### src/rtl/bus_transfer_ctrl_if.sv
// Handshake and strobe bundle between the dataBus requesters and bus_transfer_ctrl.
// The master side is the requester pool; the slave side is the arbiter/sequencer.
interface bus_transfer_ctrl_if #(
  parameter int NREG   = 8,
  parameter int NREQ   = 4,
  parameter int REG_AW = 3
);
  logic [NREQ-1:0]        req;
  logic [NREQ*REG_AW-1:0] req_src;
  logic [NREQ*REG_AW-1:0] req_dst;
  logic [NREQ-1:0]        gnt;
  logic                   err;
  logic                   busy;
  logic [NREG-1:0]        reg_oe;
  logic [NREG-1:0]        reg_wr;

  modport master (
    output req, req_src, req_dst,
    input  gnt, err, busy, reg_oe, reg_wr
  );

  modport slave (
    input  req, req_src, req_dst,
    output gnt, err, busy, reg_oe, reg_wr
  );
endinterface

### src/rtl/bus_transfer_ctrl.sv
// Round-robin arbiter/sequencer driving one-hot oe/wr strobes for the shared dataBus.
// Build option TURNAROUND_EN inserts a TURN dead cycle after every DRIVE.
module bus_transfer_ctrl #(
  parameter int NREG   = 8,
  parameter int NREQ   = 4,
  parameter int REG_AW = 3
) (
  input logic                clk,
  input logic                rst_n,
  bus_transfer_ctrl_if.slave bus
);

  localparam int IW = (NREQ > 1) ? $clog2(NREQ) : 1;

  typedef enum logic [1:0] {IDLE, DRIVE, TURN} state_t;

  state_t            state_q, state_d;
  logic [IW-1:0]     rr_ptr_q, rr_ptr_d;
  logic [IW-1:0]     idx_q, idx_d;
  logic [NREQ-1:0]   gnt_q, gnt_d;
  logic              err_q, err_d;
  logic              busy_q, busy_d;
  logic [NREG-1:0]   reg_oe_q, reg_oe_d;
  logic [NREG-1:0]   reg_wr_q, reg_wr_d;

  logic [IW-1:0]     arb_ptr;
  logic [IW-1:0]     win;
  logic              found;
  logic              launch;
  logic              bad_idx;
  logic [REG_AW-1:0] win_src;
  logic [REG_AW-1:0] win_dst;

  function automatic logic [IW-1:0] ptr_after(input logic [IW-1:0] i);
    return (int'(i) == NREQ - 1) ? '0 : IW'(int'(i) + 1);
  endfunction

  function automatic logic [NREG-1:0] reg_onehot(input logic [REG_AW-1:0] a);
    logic [NREG-1:0] v;
    v = '0;
    for (int i = 0; i < NREG; i++) v[i] = (int'(a) == i);
    return v;
  endfunction

  // In DRIVE the just-granted requester already counts as lowest priority,
  // so back-to-back arbitration starts from idx+1 rather than the stale pointer.
  always_comb begin
    arb_ptr = (state_q == DRIVE) ? ptr_after(idx_q) : rr_ptr_q;
    found   = 1'b0;
    win     = '0;
    for (int k = 0; k < NREQ; k++) begin
      if (!found && bus.req[(int'(arb_ptr) + k) % NREQ]) begin
        found = 1'b1;
        win   = IW'((int'(arb_ptr) + k) % NREQ);
      end
    end
    win_src = bus.req_src[int'(win)*REG_AW +: REG_AW];
    win_dst = bus.req_dst[int'(win)*REG_AW +: REG_AW];
    bad_idx = (int'(win_src) >= NREG) || (int'(win_dst) >= NREG);
  end

  always_comb begin
    state_d  = state_q;
    rr_ptr_d = rr_ptr_q;
    idx_d    = idx_q;
    gnt_d    = '0;
    err_d    = 1'b0;
    reg_oe_d = '0;
    reg_wr_d = '0;
    launch   = 1'b0;

    case (state_q)
      IDLE:  launch = found;
      DRIVE: begin
        rr_ptr_d = ptr_after(idx_q);
`ifdef TURNAROUND_EN
        state_d  = TURN;
`else
        launch   = found;
        state_d  = IDLE;
`endif
      end
      TURN:    state_d = IDLE;
      default: state_d = IDLE;
    endcase

    // Outputs are registered, so the strobes for the DRIVE cycle are formed here.
    if (launch) begin
      state_d    = DRIVE;
      idx_d      = win;
      gnt_d[win] = 1'b1;
      err_d      = bad_idx;
      if (!bad_idx && (win_src != win_dst)) begin
        reg_oe_d = reg_onehot(win_src);
        reg_wr_d = reg_onehot(win_dst);
      end
    end

    busy_d = (state_d != IDLE);
  end

  always_ff @(posedge clk or negedge rst_n) begin
    if (!rst_n) begin
      state_q  <= IDLE;
      rr_ptr_q <= '0;
      idx_q    <= '0;
      gnt_q    <= '0;
      err_q    <= 1'b0;
      busy_q   <= 1'b0;
      reg_oe_q <= '0;
      reg_wr_q <= '0;
    end else begin
      state_q  <= state_d;
      rr_ptr_q <= rr_ptr_d;
      idx_q    <= idx_d;
      gnt_q    <= gnt_d;
      err_q    <= err_d;
      busy_q   <= busy_d;
      reg_oe_q <= reg_oe_d;
      reg_wr_q <= reg_wr_d;
    end
  end

  assign bus.gnt    = gnt_q;
  assign bus.err    = err_q;
  assign bus.busy   = busy_q;
  assign bus.reg_oe = reg_oe_q;
  assign bus.reg_wr = reg_wr_q;

endmodule
### src/flat_wrapper.sv
// flat-port wrapper written by rule: the top's interface ports become plain ports
module bus_transfer_ctrl_flat 
#(
  parameter int NREG   = 8,
  parameter int NREQ   = 4,
  parameter int REG_AW = 3
)
  (clk, rst_n, bus_req, bus_req_src, bus_req_dst, bus_gnt, bus_err, bus_busy, bus_reg_oe, bus_reg_wr);
  bus_transfer_ctrl_if #(.NREG(NREG), .NREQ(NREQ), .REG_AW(REG_AW)) bus_i ();
  input logic clk;
  input logic rst_n;
  input wire logic [$bits(bus_i.req)-1:0] bus_req;
  input wire logic [$bits(bus_i.req_src)-1:0] bus_req_src;
  input wire logic [$bits(bus_i.req_dst)-1:0] bus_req_dst;
  output wire logic [$bits(bus_i.gnt)-1:0] bus_gnt;
  output wire logic [$bits(bus_i.err)-1:0] bus_err;
  output wire logic [$bits(bus_i.busy)-1:0] bus_busy;
  output wire logic [$bits(bus_i.reg_oe)-1:0] bus_reg_oe;
  output wire logic [$bits(bus_i.reg_wr)-1:0] bus_reg_wr;
  assign bus_i.req = bus_req;
  assign bus_i.req_src = bus_req_src;
  assign bus_i.req_dst = bus_req_dst;
  assign bus_gnt = bus_i.gnt;
  assign bus_err = bus_i.err;
  assign bus_busy = bus_i.busy;
  assign bus_reg_oe = bus_i.reg_oe;
  assign bus_reg_wr = bus_i.reg_wr;
  bus_transfer_ctrl #(.NREG(NREG), .NREQ(NREQ), .REG_AW(REG_AW)) u_core (.clk(clk), .rst_n(rst_n), .bus(bus_i));
endmodule
### config.mk
export PLATFORM = sky130hd
export DESIGN_NAME = bus_transfer_ctrl_flat
export DESIGN_NICKNAME = d
export VERILOG_FILES = /design/src/rtl/bus_transfer_ctrl_if.sv /design/src/rtl/bus_transfer_ctrl.sv /design/src/flat_wrapper.sv
export SDC_FILE = /design/constraint.sdc
export NUM_CORES = 1
export LEC_CHECK = 0
export ABC_AREA = 1
export BUFFER_PORTS_ARGS = -buffer_cell sky130_fd_sc_hd__buf_4
export CAP_MARGIN = 20
export CORE_AREA = 2 2 67 69
export DETAILED_ROUTE_END_ITERATION = 10
export DIE_AREA = 0 0 69 71
export GPL_TIMING_DRIVEN = 1
export PLACE_DENSITY = 0.74
export SLEW_MARGIN = 25
export SYNTH_ARGS = -nofsm -noshare
export SYNTH_HDL_FRONTEND = slang
export SYNTH_SLANG_ARGS = --single-unit
### constraint.sdc
create_clock -name clk -period 2.3 [get_ports clk]
set_input_delay 0.23 -clock clk [delete_from_list [all_inputs] [get_ports clk]]
set_output_delay 0.23 -clock clk [all_outputs]
set_load 0.01 [all_outputs]
# Word-level counts from Yosys, hierarchy flattened
# Index checks and enable logic that the tools add are counted.
# word_totals
latchBits	0
ram_bits	0
ff_bits	27
mem_bits_ro	0
memories	0
input_bits	30
# classes
n_addsub	4
n_shift	2
eq_ne	17
muxes	31
n_mul	1
n_bitwise	3
reduce_logical	15
n_div	0
magnitude_cmp	6
# op_table
cell	n
indexed part select 12 x 32 -> 3 bit	2
2-to-1 mux 8 bit	4
== test 3 bit (second input constant)	8
2-to-1 mux 2 bit	8
2-to-1 mux 1 bit	13
== test 3 x 2 -> 1 bit (second input constant)	4
< comparator 3 x 4 -> 1 bit (second input constant)	3
binary-select mux 1 bit (select 2 bit)	4
OR reduction 2 bit	4
== test 3 x 1 -> 1 bit (second input constant)	2
zero test 3 bit	2
< comparator 2 x 3 -> 1 bit (second input constant)	2
adder 2 x 1 -> 2 bit (second input constant)	2
adder 2 bit (second input constant)	2
== test 2 x 1 -> 1 bit (second input constant)	2
logical AND 1 bit	4
multiplier 2 x 2 -> 4 bit (second input constant)	1
2-to-1 mux 4 bit	1
AND 1 bit (first input constant)	3
zero test 1 bit	3
!= test 3 bit	1
demux 1 bit (select 2 bit)	1
>= comparator 2 x 1 -> 1 bit (second input constant)	1
zero test 2 bit	1
nonzero test 2 bit	1

# Longest topological paths before layout
# Gate-level depths: netlist of run 1.
# depth
ltp_word	22
depth_mapped	24
mapped_depth_nobuf	22

# Worst setup path after synthesis of run 1
# Ideal clock, no wire load.
# synth_timing
path_kind	reg-to-reg
start	reg u_core.idx_q[0]
end	reg u_core.reg_oe_q[4], in the netlist u_core.bus.reg_oe[4]
arrival_time_ps	2383
setup_ps	115
n_path_buf	2
stages_incl_launch_ff	23
required_ps	2185
path_slack_ps	-198
cell_sequence	dfrtp_1 -> ha_1 -> inv_1 -> nand3_1 -> nand2_1 -> nand2_1 -> nand2_2 -> nand2_1 -> nand2_2 -> and2_1 -> nand2_1 -> nand2_2 -> nand2_4 -> inv_4 -> buf_6 -> nand3_2 -> nand2_1 -> nand2_1 -> nand2_1 -> nand2_1 -> nor2_4 -> buf_8 -> nor2_2
# synth_via
elab_chain_cells	20
# synth_lines
item	line	source
from (decl)	bus_transfer_ctrl.sv:19	logic [IW-1:0] idx_q, idx_d;
from (signal assigned)	bus_transfer_ctrl.sv:115	idx_q <= idx_d;
adder 2 x 1 -> 2 bit / == test 2 x 1 -> 1 bit (equally long branches)	bus_transfer_ctrl.sv:35	return (int'(i) == NREQ - 1) ? '0 : IW'(int'(i) + 1);
2-to-1 mux 2 bit *	bus_transfer_ctrl.sv:35	
2-to-1 mux 2 bit *	bus_transfer_ctrl.sv:48	arb_ptr = (state_q == DRIVE) ? ptr_after(idx_q) : rr_ptr_q;
adder 2 x 1 -> 2 bit / binary-select mux 1 bit (select 2 bit) (equally long branches)	bus_transfer_ctrl.sv:52, bus_transfer_ctrl.sv:54	
binary-select mux 1 bit (select 2 bit) / 2-to-1 mux 1 bit (equally long branches)	bus_transfer_ctrl.sv:52	if (!found && bus.req[(int'(arb_ptr) + k) % NREQ]) begin
2-to-1 mux 1 bit (implied by the code)	bus_transfer_ctrl.sv:52	
2-to-1 mux 1 bit (implied by the code) / zero test 1 bit (equally long branches)	bus_transfer_ctrl.sv:52	
logical AND 1 bit	bus_transfer_ctrl.sv:52	
[5 not listed]	n/a	
logical AND 1 bit	bus_transfer_ctrl.sv:52	
2-to-1 mux 2 bit	bus_transfer_ctrl.sv:52	
multiplier 2 x 2 -> 4 bit	bus_transfer_ctrl.sv:57, bus_transfer_ctrl.sv:58	
indexed part select 12 x 32 -> 3 bit (on tied branches)	bus_transfer_ctrl.sv:57, bus_transfer_ctrl.sv:58	
== test 3 bit / != test 3 bit (equally long branches)	bus_transfer_ctrl.sv:41, bus_transfer_ctrl.sv:93	
2-to-1 mux 8 bit	bus_transfer_ctrl.sv:93	if (!bad_idx && (win_src != win_dst)) begin
2-to-1 mux 8 bit *	bus_transfer_ctrl.sv:88	if (launch) begin
via u_core.reg_oe_d[4]	bus_transfer_ctrl.sv:23	logic [NREG-1:0] reg_oe_q, reg_oe_d;
to (signal assigned)	bus_transfer_ctrl.sv:119	reg_oe_q <= reg_oe_d;
to (decl)	bus_transfer_ctrl.sv:23	
# Mark *: on every way through the listed nets, which the timed path passes. The rest lies on a longest branch. The select of a mux whose other input is x is not followed.
# A chain may end at the register's enable or synchronous reset.

# Final worst setup path of run 1
# layout_timing
start	reg u_core.idx_q[0]
end	reg u_core.reg_wr_q[5], in the netlist u_core.bus.reg_wr[5]
# layout_via
elab_chain_cells	20
# layout_lines
item	line	source
adder 2 x 1 -> 2 bit / == test 2 x 1 -> 1 bit (equally long branches)	bus_transfer_ctrl.sv:35	
2-to-1 mux 2 bit *	bus_transfer_ctrl.sv:35	
2-to-1 mux 2 bit *	bus_transfer_ctrl.sv:48	
via u_core.arb_ptr[1]	bus_transfer_ctrl.sv:26	logic [IW-1:0] arb_ptr;
adder 2 x 1 -> 2 bit / binary-select mux 1 bit (select 2 bit) (equally long branches)	bus_transfer_ctrl.sv:52, bus_transfer_ctrl.sv:54	
binary-select mux 1 bit (select 2 bit) / 2-to-1 mux 1 bit (equally long branches)	bus_transfer_ctrl.sv:52	
2-to-1 mux 1 bit (implied by the code)	bus_transfer_ctrl.sv:52	
2-to-1 mux 1 bit (implied by the code) / zero test 1 bit (equally long branches)	bus_transfer_ctrl.sv:52	
[6 not listed]	n/a	
logical AND 1 bit	bus_transfer_ctrl.sv:52	
2-to-1 mux 2 bit	bus_transfer_ctrl.sv:52	
multiplier 2 x 2 -> 4 bit	bus_transfer_ctrl.sv:57, bus_transfer_ctrl.sv:58	
indexed part select 12 x 32 -> 3 bit (on tied branches)	bus_transfer_ctrl.sv:58, bus_transfer_ctrl.sv:57	
== test 3 bit / != test 3 bit (equally long branches)	bus_transfer_ctrl.sv:41, bus_transfer_ctrl.sv:93	
2-to-1 mux 8 bit	bus_transfer_ctrl.sv:93	
2-to-1 mux 8 bit *	bus_transfer_ctrl.sv:88	
via u_core.reg_wr_d[5]	bus_transfer_ctrl.sv:24	logic [NREG-1:0] reg_wr_q, reg_wr_d;
to (signal assigned)	bus_transfer_ctrl.sv:120	reg_wr_q <= reg_wr_d;
to (decl)	bus_transfer_ctrl.sv:24	
# Marks and branches as above.

==> results of run 1 <==
## cell usage after synthesis (all sizes together)
cell type / n / area share, %
a21oi: 1 / 0.46
and2: 1 / 0.33
buf: 9 / 4.4
conb: 1 / 0.20
dfrtp: 27 / 36
ha: 1 / 0.66
inv: 34 / 6.9
nand2: 123 / 27
nand3: 30 / 8.2
nand3b: 3 / 1.2
nand4: 10 / 3.3
nor2: 40 / 11
nor3: 1 / 0.26
o21ai: 5 / 1.3
## per-layer routing
metal | vias to the layer above | GRT usage, % | wire (um)
li1 | 1062 | - | -
met1 | 1030 | 21.2 | 2320
met2 | 126 | 38.8 | 3280
met3 | 27 | 2.42 | 403
met4 | 0 | 7.19 | 218
met5 | - | 0 | 0
## cell families (layout without fill, tap and decap cells)
group / after synthesis / in the layout / synth area share, %
buf+inv: 43 / 129 / 11.3
simple gates: 208 / 209 / 50.5
compound gates: 6 / 6 / 1.78
fa+ha+maj: 1 / 1 / 0.660
other cells: 1 / 2 / 0.198
flops: 27 / 27 / 35.6
## per-stage QoR
stage | TNS (ns) | utilization (%) | hold WS, ns
finish | -9.46 | 73.1 | 0.404
global route | -12.41 | 73.1 | 0.445
CTS | -4.43 | 64.7 | 0.404
detailed placement | -5.70 | 58.6 | 0.155
global placement | -4.72 | 58.6 | 0.148
floorplan | -1.57 | - | -0.0656
## how the worst max path moves through the flow
stage,startpoint,to,slack (ns),cells after the start
final,u_core.idx_q[0],u_core.bus.reg_wr[5],-0.60,18
after global routing,u_core.idx_q[0],u_core.bus.reg_wr[5],-0.75,21
after CTS,u_core.idx_q[1],u_core.bus.reg_oe[7],-0.30,21
after detailed placement,u_core.idx_q[1],u_core.bus.reg_oe[7],-0.35,23
after global placement,u_core.idx_q[1],u_core.bus.reg_wr[4],-0.30,21
after floorplan,u_core.idx_q[1],u_core.bus.reg_oe[4],-0.15,22
## area by class of cell
class	instances	area share [%]
Multi-Input combinational cell	218	44.9
Timing Repair Buffer	91	24.7
Sequential cell	27	22.0
Inverter	34	4.80
Tap cell	52	2.12
Clock buffer	4	1.47
## worst max-delay path: stages (launching register included)
cell and delay (ns):
dfrtp_1 0.44, ha_4 0.31, nand3_4 0.09, nand2_4 0.13
nand2_2 0.09, nand2_4 0.10, nand2_4 0.06, nand2_4 0.09
nand4_1 0.23, buf_2 0.25, nand4_1 0.11, nand3_1 0.11
nand2_1 0.12, nand2_1 0.08, nand2_1 0.11, nand2_2 0.09
nor2_4 0.17, clkbuf_16 0.18, nor2_2 0.04
## what timing repair did
| item | CTS | global route |
|---|---|---|
| pin swaps | 0 | 36 |
| setup buffers | 4 | 7 |
| cloned | 4 | 2 |
| resized for setup | 42 | 78 |
| hold buffers | 1 | 0 |
| setup endpoints to repair | 18 | 22 |
| hold endpoints to repair | 27 | 0 |
## state kept, by name, indices dropped and copies added (netlist names)
signal             flops
u_core.rr_ptr_q        2
u_core.state_q         2
u_core.bus.busy        1
u_core.idx_q           2
u_core.bus.gnt         4
u_core.bus.reg_oe      8
u_core.bus.reg_wr      8
==> impl_metrics.py, run 1 <==
metrics = {
    "die": {
        "dieArea_sq_mm": 0.00490,
        "core_area_sq_mm": 0.00420,
        "start_util_pct": 45.1,
        "num_rows": 24,
        "die_h_um": 71,
        "io_pins": 52,
        "fp.dieW_um": 69,
    },
    "place": {
        "port-buffer-count": 50,
        "hpwlAfterDp_um": 3470,
        "place_ws_ns": -0.352,
        "dp_cells": 405,
        "gp_congestion": 0.874,
        "placed_area_sq_mm": 0.00246,
    },
    "layout": {
        "final_cell_mix": "76 x buf_4, 67 x nand2_1, 30 x nand2_2",
        "drive_gt1_share_pct": 51.1,
        "multi_input_area_sq_mm": 0.00138,
        "seq_area_sq_um": 677,
        "fin_cells": 426,
        "n_fill_cell": 287,
        "areaGrowthSynthToFinish_pct": 62.1,
        "final_common_cell": "buf_4",
        "final_cell_area_sq_mm": 0.00307,
        "fin_nets": 406,
        "num_antenna_cells": 0,
    },
    "clocking": {
        "clock-root-buffer": "clkbuf_8",
        "clk_pin_slew_ns": 0.09,
        "clk_latency_ns": 0.27,
        "cts_tree": "yes",
        "cts_buffers": 3,
        "cts.htree.levels": 1,
        "clk_path_buf_depth": 2,
        "cts.sinks": 27,
    },
    "logic_synthesis": {
        "synthesis.instances": 286,
        "synth_seq_cells": 27,
        "syn-cell-area_sq_mm": 0.00190,
        "avgSynthCellArea_sq_um": 6.63,
        "ys_warn_count": 0,
        "ys_seq_area_share_pct": 35.6,
        "synth_cell_types": 25,
    },
    "critical_path": {
        "cp.required_ns": 2.47,
        "critPathKind": "reg -> reg",
        "regToRegStartpoint": "u_core.idx_q[0]",
        "crit_arrival_ns": 3.07,
        "worstSetupEndpointType": "flop",
        "crit_path_start_kind": "flop",
        "r2r_slack_ns": -0.60,
        "critPathMaxFanout": 6,
        "rr_worst_depth": 18,
        "rr_endpoint": "u_core.bus.reg_wr[5]",
    },
    "job": {
        "max_cap_violations": 0,
    },
    "routing": {
        "final_antenna_net_count": 0,
        "num_vias": 2245,
        "wl_um": 6220,
        "post_drt_via_cell_ratio": 5.27,
        "drc": 0,
        "drtPass1Iterations": 7,
        "wl_per_cell_um": 14.6,
        "drtIter0Drc": 149,
    },
    "sta": {
        "fin_skew_ns": 0.00693,
        "hold_viol": 0,
        "rsz0062_at_grt": "yes",
        "layout_min_cycle_time_ns": 2.90,
        "fin_ws_ns": -0.597,
        "setup_violations": 22,
        "drv_slew": 0,
        "period_share_pct": 126,
        "fmax_ghz": 0.345,
    },
    "grt": {
        "grt_pass1_vias": 1943,
        "grt_antenna_before_repair": 0,
        "overflow": 0,
        "gr-usage-all-layers_pct": 19.6,
        "grt_max_degree": 28,
        "grt_pass1_wl_um": 7960,
    },
    "outcome": {
        "outcome": "finished with violations",
        "violations": "negative setup slack",
    },
    "worst_hold_path": {
        "hold_class": "in -> async",
    },
}
Power of run 1 is left out: the tool's default activity adds up to more than one toggle a clock period on the data nets, which glitch-free logic cannot reach.
==> inputs of run 2 (changes only) <==
--- a/config.mk
+++ b/config.mk
@@ -5,14 +5,13 @@
 export SDC_FILE = /design/constraint.sdc
 export NUM_CORES = 1
 export LEC_CHECK = 0
-export ABC_AREA = 1
 export BUFFER_PORTS_ARGS = -buffer_cell sky130_fd_sc_hd__buf_4
 export CAP_MARGIN = 20
-export CORE_AREA = 2 2 67 69
+export CORE_AREA = 2 2 61 63
 export DETAILED_ROUTE_END_ITERATION = 10
-export DIE_AREA = 0 0 69 71
+export DIE_AREA = 0 0 63 65
 export GPL_TIMING_DRIVEN = 1
-export PLACE_DENSITY = 0.74
+export PLACE_DENSITY = 0.72
 export SLEW_MARGIN = 25
 export SYNTH_ARGS = -nofsm -noshare
 export SYNTH_HDL_FRONTEND = slang
==> run 2 against run 1 <==
Compared with the run above: the run still ends with negative setup slack left; largest cell class unchanged; routed wire length shrank 38%; sequential share of layout area grew 7.1 points; utilization shrank 6.8 points; sequential cell count is the same; first-iteration DRC count shrank 66%.
==> impl_metrics.py, run 2 <==
metrics = {
    "clocking": {
        "cts_tree": "yes",
        "clk_latency_ns": 0.33,
        "cts_buffers": 3,
        "cts.htree.levels": 1,
        "clk_path_buf_depth": 2,
        "clk_pin_slew_ns": 0.14,
        "clock-root-buffer": "clkbuf_4",
        "cts.sinks": 27,
    },
    "critical_path": {
        "worstSetupEndpointType": "flop",
        "cp_top_family": "simple AND/OR/NAND/NOR gates",
        "worstPathCellList": "nor2b_4 -> mux2i_4 -> inv_2 -> a22o_1 -> or4_4 -> buf_12 -> mux2i_4 -> mux2_4 -> or4_4 -> a31oi_4",
        "critPathKind": "reg -> reg",
        "cpMaxStageDelayCell": "or4_4",
        "crit_arrival_ns": 3.36,
        "critPathMaxStageDelay_ns": 0.57,
        "critPathMaxFanout": 8,
        "path_buf_inv": 2,
        "cp.required_ns": 2.56,
        "crit_path_start_kind": "flop",
    },
    "die": {
        "io_pins": 52,
        "core_area_sq_mm": 0.00350,
        "fp.dieW_um": 63,
        "dieArea_sq_mm": 0.00410,
        "die_h_um": 65,
        "start_util_pct": 41.0,
        "num_rows": 22,
    },
    "routing": {
        "top_layer_used": "met4",
        "met3WireLength_um": 185,
        "met2_length_um": 2030,
        "drtPass1Iterations": 4,
        "post_drt_via_cell_ratio": 5.31,
        "final_antenna_net_count": 0,
        "drc": 0,
        "wl_per_cell_um": 15.7,
        "drtIter0Drc": 50,
        "met1_length_um": 1590,
        "num_vias": 1302,
        "wl_um": 3850,
    },
    "power": {
        "p_int_mw": 1.71,
        "fin_total_pwr_mw": 2.94,
        "power.switching_mw": 1.24,
        "p_sw_share_pct": 42.0,
        "vdd_ir_drop_max_uv": 753,
        "pwr-share-seq_pct": 21.4,
        "power_density_mw_per_mm2": 1270,
        "p_leak_nw": 1.08,
        "combPwrFrac_pct": 71.7,
        "clock_power_share_pct": 6.9,
    },
    "sta": {
        "fmax_ghz": 0.322,
        "period_share_pct": 135,
        "fin_ws_ns": -0.807,
        "fin_skew_ns": 0.0101,
        "hold_viol": 0,
        "layout_min_cycle_time_ns": 3.11,
        "rsz0062_at_grt": "yes",
        "setup_violations": 16,
        "drv_slew": 0,
    },
    "layout": {
        "final_cell_area_sq_mm": 0.00232,
        "num_antenna_cells": 0,
        "final_common_cell": "buf_4",
        "fin_nets": 229,
        "areaGrowthSynthToFinish_pct": 61.8,
        "final_cell_mix": "74 x buf_4, 27 x dfrtp_1, 10 x mux2i_4",
        "drive_gt1_share_pct": 61.4,
    },
    "logic_synthesis": {
        "synth_top_area_share_pct": 47.1,
        "synth_edf_count": 0,
        "ys_seq_area_share_pct": 47.1,
        "synth_seq_cells": 27,
        "syn-cell-area_sq_mm": 0.00143,
        "ys_warn_count": 0,
        "async_reset_ff_share_pct": 100,
        "synthesis.instances": 121,
        "synth_cell_types": 37,
        "avgSynthCellArea_sq_um": 11.9,
        "synth_top_flop_cell": "dfrtp_1",
        "synth_common_cells": "27 x dfrtp_1, 14 x mux2i_1, 9 x a311oi_1, 8 x a31oi_1, 6 x nor2_1",
        "yosysMostFrequentCell": "dfrtp_1",
        "synthTopCellsByArea": "dfrtp_1 47%, mux2i_1 9.8%, a311oi_1 5.5%",
        "synth_top_cell_by_area": "dfrtp_1",
    },
    "place": {
        "placed_area_sq_mm": 0.00195,
        "hpwlAfterDp_um": 2520,
        "port-buffer-count": 50,
        "gp_congestion": 0.836,
        "place_ws_ns": -0.854,
    },
    "grt": {
        "grt_max_degree": 28,
        "overflow": 0,
        "grt_antenna_before_repair": 0,
        "gr-usage-all-layers_pct": 17.8,
        "grt_pass1_wl_um": 5640,
        "grt_pass1_vias": 1289,
    },
    "outcome": {
        "violations": "negative setup slack",
        "outcome": "finished with violations",
    },
    "job": {
        "max_cap_violations": 0,
    },
    "worst_hold_path": {
        "hold_class": "in -> async",
    },
}
-- run 2: cell types whose count changed after synthesis, sizes merged, moves of 6 or more --
cell / before / now
nor2: 40 / 6
nand4: 10 / 4
nand2: 123 / 3
nand3: 30 / 2
inv: 34 / 3
a31oi: 0 / 8
mux2i: 0 / 20
a311oi: 0 / 9
-- run 2: kinds of logic (layout without fill, tap and decap cells) --
family	Yosys count	in the layout	synth area share, %
fa+ha+maj	1	1	0.872
xor+xnor	2	2	2.27
flops	27	27	47.1
compound gates	24	24	12.3
buf+inv	11	86	4.89
mux	24	24	19.3
other cells	1	2	0.262
simple gates	31	31	13.0
-- run 2: repair_timing --
item | 4_1_cts | 5_1_grt
pin swaps | 2 | 6
endpoints found under the setup margin | 16 | 21
buffers inserted | 5 | 6
hold buffers | 1 | 0
hold endpoints to repair | 27 | 0
gates resized for setup | 4 | 35
-- run 2: worst register-to-register path: stages (launching register included) --
cell and delay, ns:
dfrtp_1 0.44, nor2b_4 0.17, mux2i_4 0.28, inv_2 0.06
a22o_1 0.18, or4_4 0.54, buf_12 0.18, mux2i_4 0.18
mux2_4 0.29, or4_4 0.57, a31oi_4 0.15
-- run 2: metrics by stage --
step	cells	hold slack [ns]	util (%)	TNS [ns]
after floorplan	122	-0.0656	-	-9.04
after global placement	229	0.148	55.9	-10.69
after detailed placement	229	0.154	55.9	-13.32
after CTS	239	0.358	59.4	-11.01
after global routing	245	0.359	66.4	-12.31
final	245	0.332	66.4	-10.82
-- run 2: final cells by class --
class                      count  area [sq um]
multi-input combinational     84           916
tap                           48          60.1
sequential                    27           676
inverter                       4          15.0
clock buffer                   3          22.5
timing repair buffer          78           626
fill                         256          1180
clock inverter                 1          5.00
-- run 2: power groups by stage --
| stage | combinational (mW) | clock (mW) | sequential, mW |
|---|---|---|---|
| floorplan | 0.901 | 0 | 0.679 |
| global placement | 1.38 | 0 | 0.635 |
| detailed placement | 1.43 | 0 | 0.639 |
| CTS | 1.64 | 0.198 | 0.629 |
| global route | 2.24 | 0.224 | 0.643 |
| finish | 2.11 | 0.202 | 0.630 |
-- run 2: metal layers --
layer	global-route usage, %	up-vias
met5	0	-
met4	9.44	0
met3	1.74	6
met2	30.6	55
met1	22.1	632
li1	-	609
-- run 2: final timing paths --
check | from | end | slack (ns) | depth (start not counted)
worst min register to register | u_core.idx_q[1] | u_core.idx_q[1] | 0.51 | 2
worst max-delay path | u_core.state_q[1] | u_core.bus.reg_oe[3] | -0.81 | 10
max in group asynchronous | rst_n | u_core.bus.reg_oe[4] | 1.71 | 2
worst min-delay path | rst_n | u_core.bus.gnt[2] | 0.33 | 2
worst max register to register | u_core.state_q[1] | u_core.bus.reg_oe[3] | -0.81 | 10
min in group clk | bus_req[2] | u_core.idx_q[0] | 0.41 | 4
Power figures use the tool's default switching activity.
==> inputs of run 3 (changes only) <==
--- a/config.mk
+++ b/config.mk
@@ -7,11 +7,11 @@
 export LEC_CHECK = 0
 export BUFFER_PORTS_ARGS = -buffer_cell sky130_fd_sc_hd__buf_4
 export CAP_MARGIN = 20
-export CORE_AREA = 2 2 61 63
+export CORE_AREA = 2 2 58 60
 export DETAILED_ROUTE_END_ITERATION = 10
-export DIE_AREA = 0 0 63 65
+export DIE_AREA = 0 0 60 62
 export GPL_TIMING_DRIVEN = 1
-export PLACE_DENSITY = 0.72
+export PLACE_DENSITY = 0.76
 export SLEW_MARGIN = 25
 export SYNTH_ARGS = -nofsm -noshare
 export SYNTH_HDL_FRONTEND = slang
==> constraint.sdc (replaced) <==
create_clock -name clk -period 3.45 [get_ports clk]
set_input_delay 0.345 -clock clk [delete_from_list [all_inputs] [get_ports clk]]
set_output_delay 0.345 -clock clk [all_outputs]
set_load 0.01 [all_outputs]
==> run 3 against run 2 <==
Compared with the run above: the run now ends clean; sequential cell count stayed put; die area decreased by 9.2%; highest routed layer unchanged; sequential power decreased by 33%; fmax shrank 3.7%; largest cell class unchanged.
==> impl_metrics.py, run 3 (same netlist as run 2, synthesis figures left out) <==
metrics = {
    "outcome": {
        "outcome": "completed",
    },
    "clocking": {
        "clk_path_buf_depth": 2,
        "clock-root-buffer": "clkbuf_4",
        "cts.sinks": 27,
        "cts_tree": "yes",
        "clk_latency_ns": 0.32,
        "clk_pin_slew_ns": 0.14,
        "cts_buffers": 3,
        "post_cts.repair.setup_buffers": 0,
        "cts.htree.levels": 1,
    },
    "die": {
        "io_pins": 52,
        "dieArea_sq_mm": 0.00372,
        "start_util_pct": 45.1,
        "die_h_um": 62,
        "fp.dieW_um": 60,
        "core_area_sq_mm": 0.00318,
        "num_rows": 21,
    },
    "sta": {
        "tightest_slew_ns": 0.720,
        "hold_viol": 0,
        "layout_min_cycle_time_ns": 3.23,
        "setup_violations": 0,
        "whs_ns": 0.444,
        "relSlewSlack_pct": 50.7,
        "fin_skew_ns": 0.00198,
        "period_share_pct": 93.5,
        "final.setup.tns_ns": 0,
        "drv_slew": 0,
        "fmax_ghz": 0.310,
    },
    "critical_path": {
        "worstSetupEndpointType": "flop",
        "path_buf_inv": 1,
        "critPathKind": "reg -> reg",
        "crit_path_start_kind": "flop",
        "rr_worst_depth": 9,
        "regToRegStartpoint": "u_core.state_q[1]",
        "r2r_slack_ns": 0.22,
        "rr_endpoint": "u_core.bus.reg_oe[0]",
        "worstPathCellList": "nor2b_4 -> mux2i_4 -> inv_2 -> a22o_1 -> or4_4 -> mux2i_1 -> mux2i_1 -> or4_1 -> a31oi_1",
        "critPathMaxFanout": 15,
        "cp_common_cell": "mux2i_1",
        "crit_arrival_ns": 3.47,
        "setup.worst_path.start": "u_core.state_q[1]",
        "critPathMaxStageDelay_ns": 0.66,
        "cpMaxStageDelayCell": "or4_4",
        "cp.required_ns": 3.69,
        "cp_top_family": "simple AND/OR/NAND/NOR gates",
        "crit_cells": 9,
    },
    "place": {
        "hpwlAfterDp_um": 2250,
        "gp_congestion": 0.833,
        "port-buffer-count": 50,
        "dp_cells": 212,
    },
    "routing": {
        "wl_um": 2870,
        "final_antenna_net_count": 0,
        "wl_per_cell_um": 13.2,
        "drtIter0Drc": 22,
        "num_vias": 1171,
        "post_drt_via_cell_ratio": 5.40,
        "drc": 0,
        "drtPass1Iterations": 4,
    },
    "layout": {
        "drive_gt1_share_pct": 41.5,
        "multi_input_area_sq_um": 703,
        "final_core_util_pct": 59.0,
        "num_antenna_cells": 0,
        "final_common_cell": "buf_4",
        "fin_cells": 217,
        "n_fill_cell": 283,
        "seq_area_sq_um": 676,
        "areaGrowthSynthToFinish_pct": 30.7,
        "final_cell_mix": "51 x buf_4, 27 x dfrtp_1, 14 x mux2i_1",
        "fin_nets": 203,
    },
    "grt": {
        "grt_antenna_before_repair": 0,
        "gr-usage-all-layers_pct": 17.2,
        "grt_pass1_vias": 1081,
        "overflow": 0,
        "grt_max_degree": 28,
        "grt_pass1_wl_um": 4750,
    },
    "job": {
        "max_cap_violations": 0,
    },
    "power": {
        "p_leak_nw": 0.925,
        "power_density_mw_per_mm2": 734,
        "fin_total_pwr_mw": 1.38,
        "vdd_ir_drop_max_uv": 320,
    },
    "worst_hold_path": {
        "hold_class": "in -> async",
    },
}
==> run 3: stage by stage <==
| stage | setup slack (ns) | area [sq um] |
|---|---|---|
| detailed placement | 0.212 | 1820 |
| global route | -0.0168 | 1870 |
| global placement | 0.360 | 1820 |
| floorplan | 0.453 | 1440 |
| finish | 0.225 | 1870 |
| CTS | 0.205 | 1860 |
==> run 3: area by class of cell <==
cell class	instances	area share [%]
Clock buffer	3	1.20
Timing Repair Buffer	52	21.0
Multi-Input combinational cell	84	37.5
Sequential cell	27	36.0
Tap cell	46	3.07
Clock inverter	1	0.401
Inverter	4	0.801
==> run 3: routing by layer <==
layer | up-vias | share of wire (%) | track usage (%)
li1 | 558 | - | -
met1 | 538 | 44 | 23.0
met2 | 70 | 46 | 28.1
met3 | 5 | 7.8 | 3.11
met4 | 0 | 1.7 | 6.67
met5 | - | 0 | 0
==> run 3: worst max-delay path by stage <==
stage / end / slack, ns
detailed placement: u_core.bus.reg_wr[2] / 0.21
finish: u_core.bus.reg_oe[0] / 0.22
CTS: u_core.bus.reg_wr[2] / 0.21
floorplan: u_core.bus.reg_oe[2] / 0.45
global placement: u_core.bus.reg_wr[5] / 0.36
global route: u_core.bus.reg_wr[1] / -0.02
==> run 3: what timing repair did <==
| item | in CTS | in global routing |
|---|---|---|
| hold endpoints to repair | 27 | 0 |
| hold buffers | 1 | 0 |
| resized for setup | 0 | 1 |
| endpoints found under the setup margin | 0 | 12 |
==> run 3: power by group <==
group	total, mW	internal (mW)	switching, mW	leakage (nW)
Combinational	0.823	0.349	0.474	0.553
Clock	0.133	0.0443	0.0889	0.0139
Sequential	0.420	0.391	0.0289	0.358
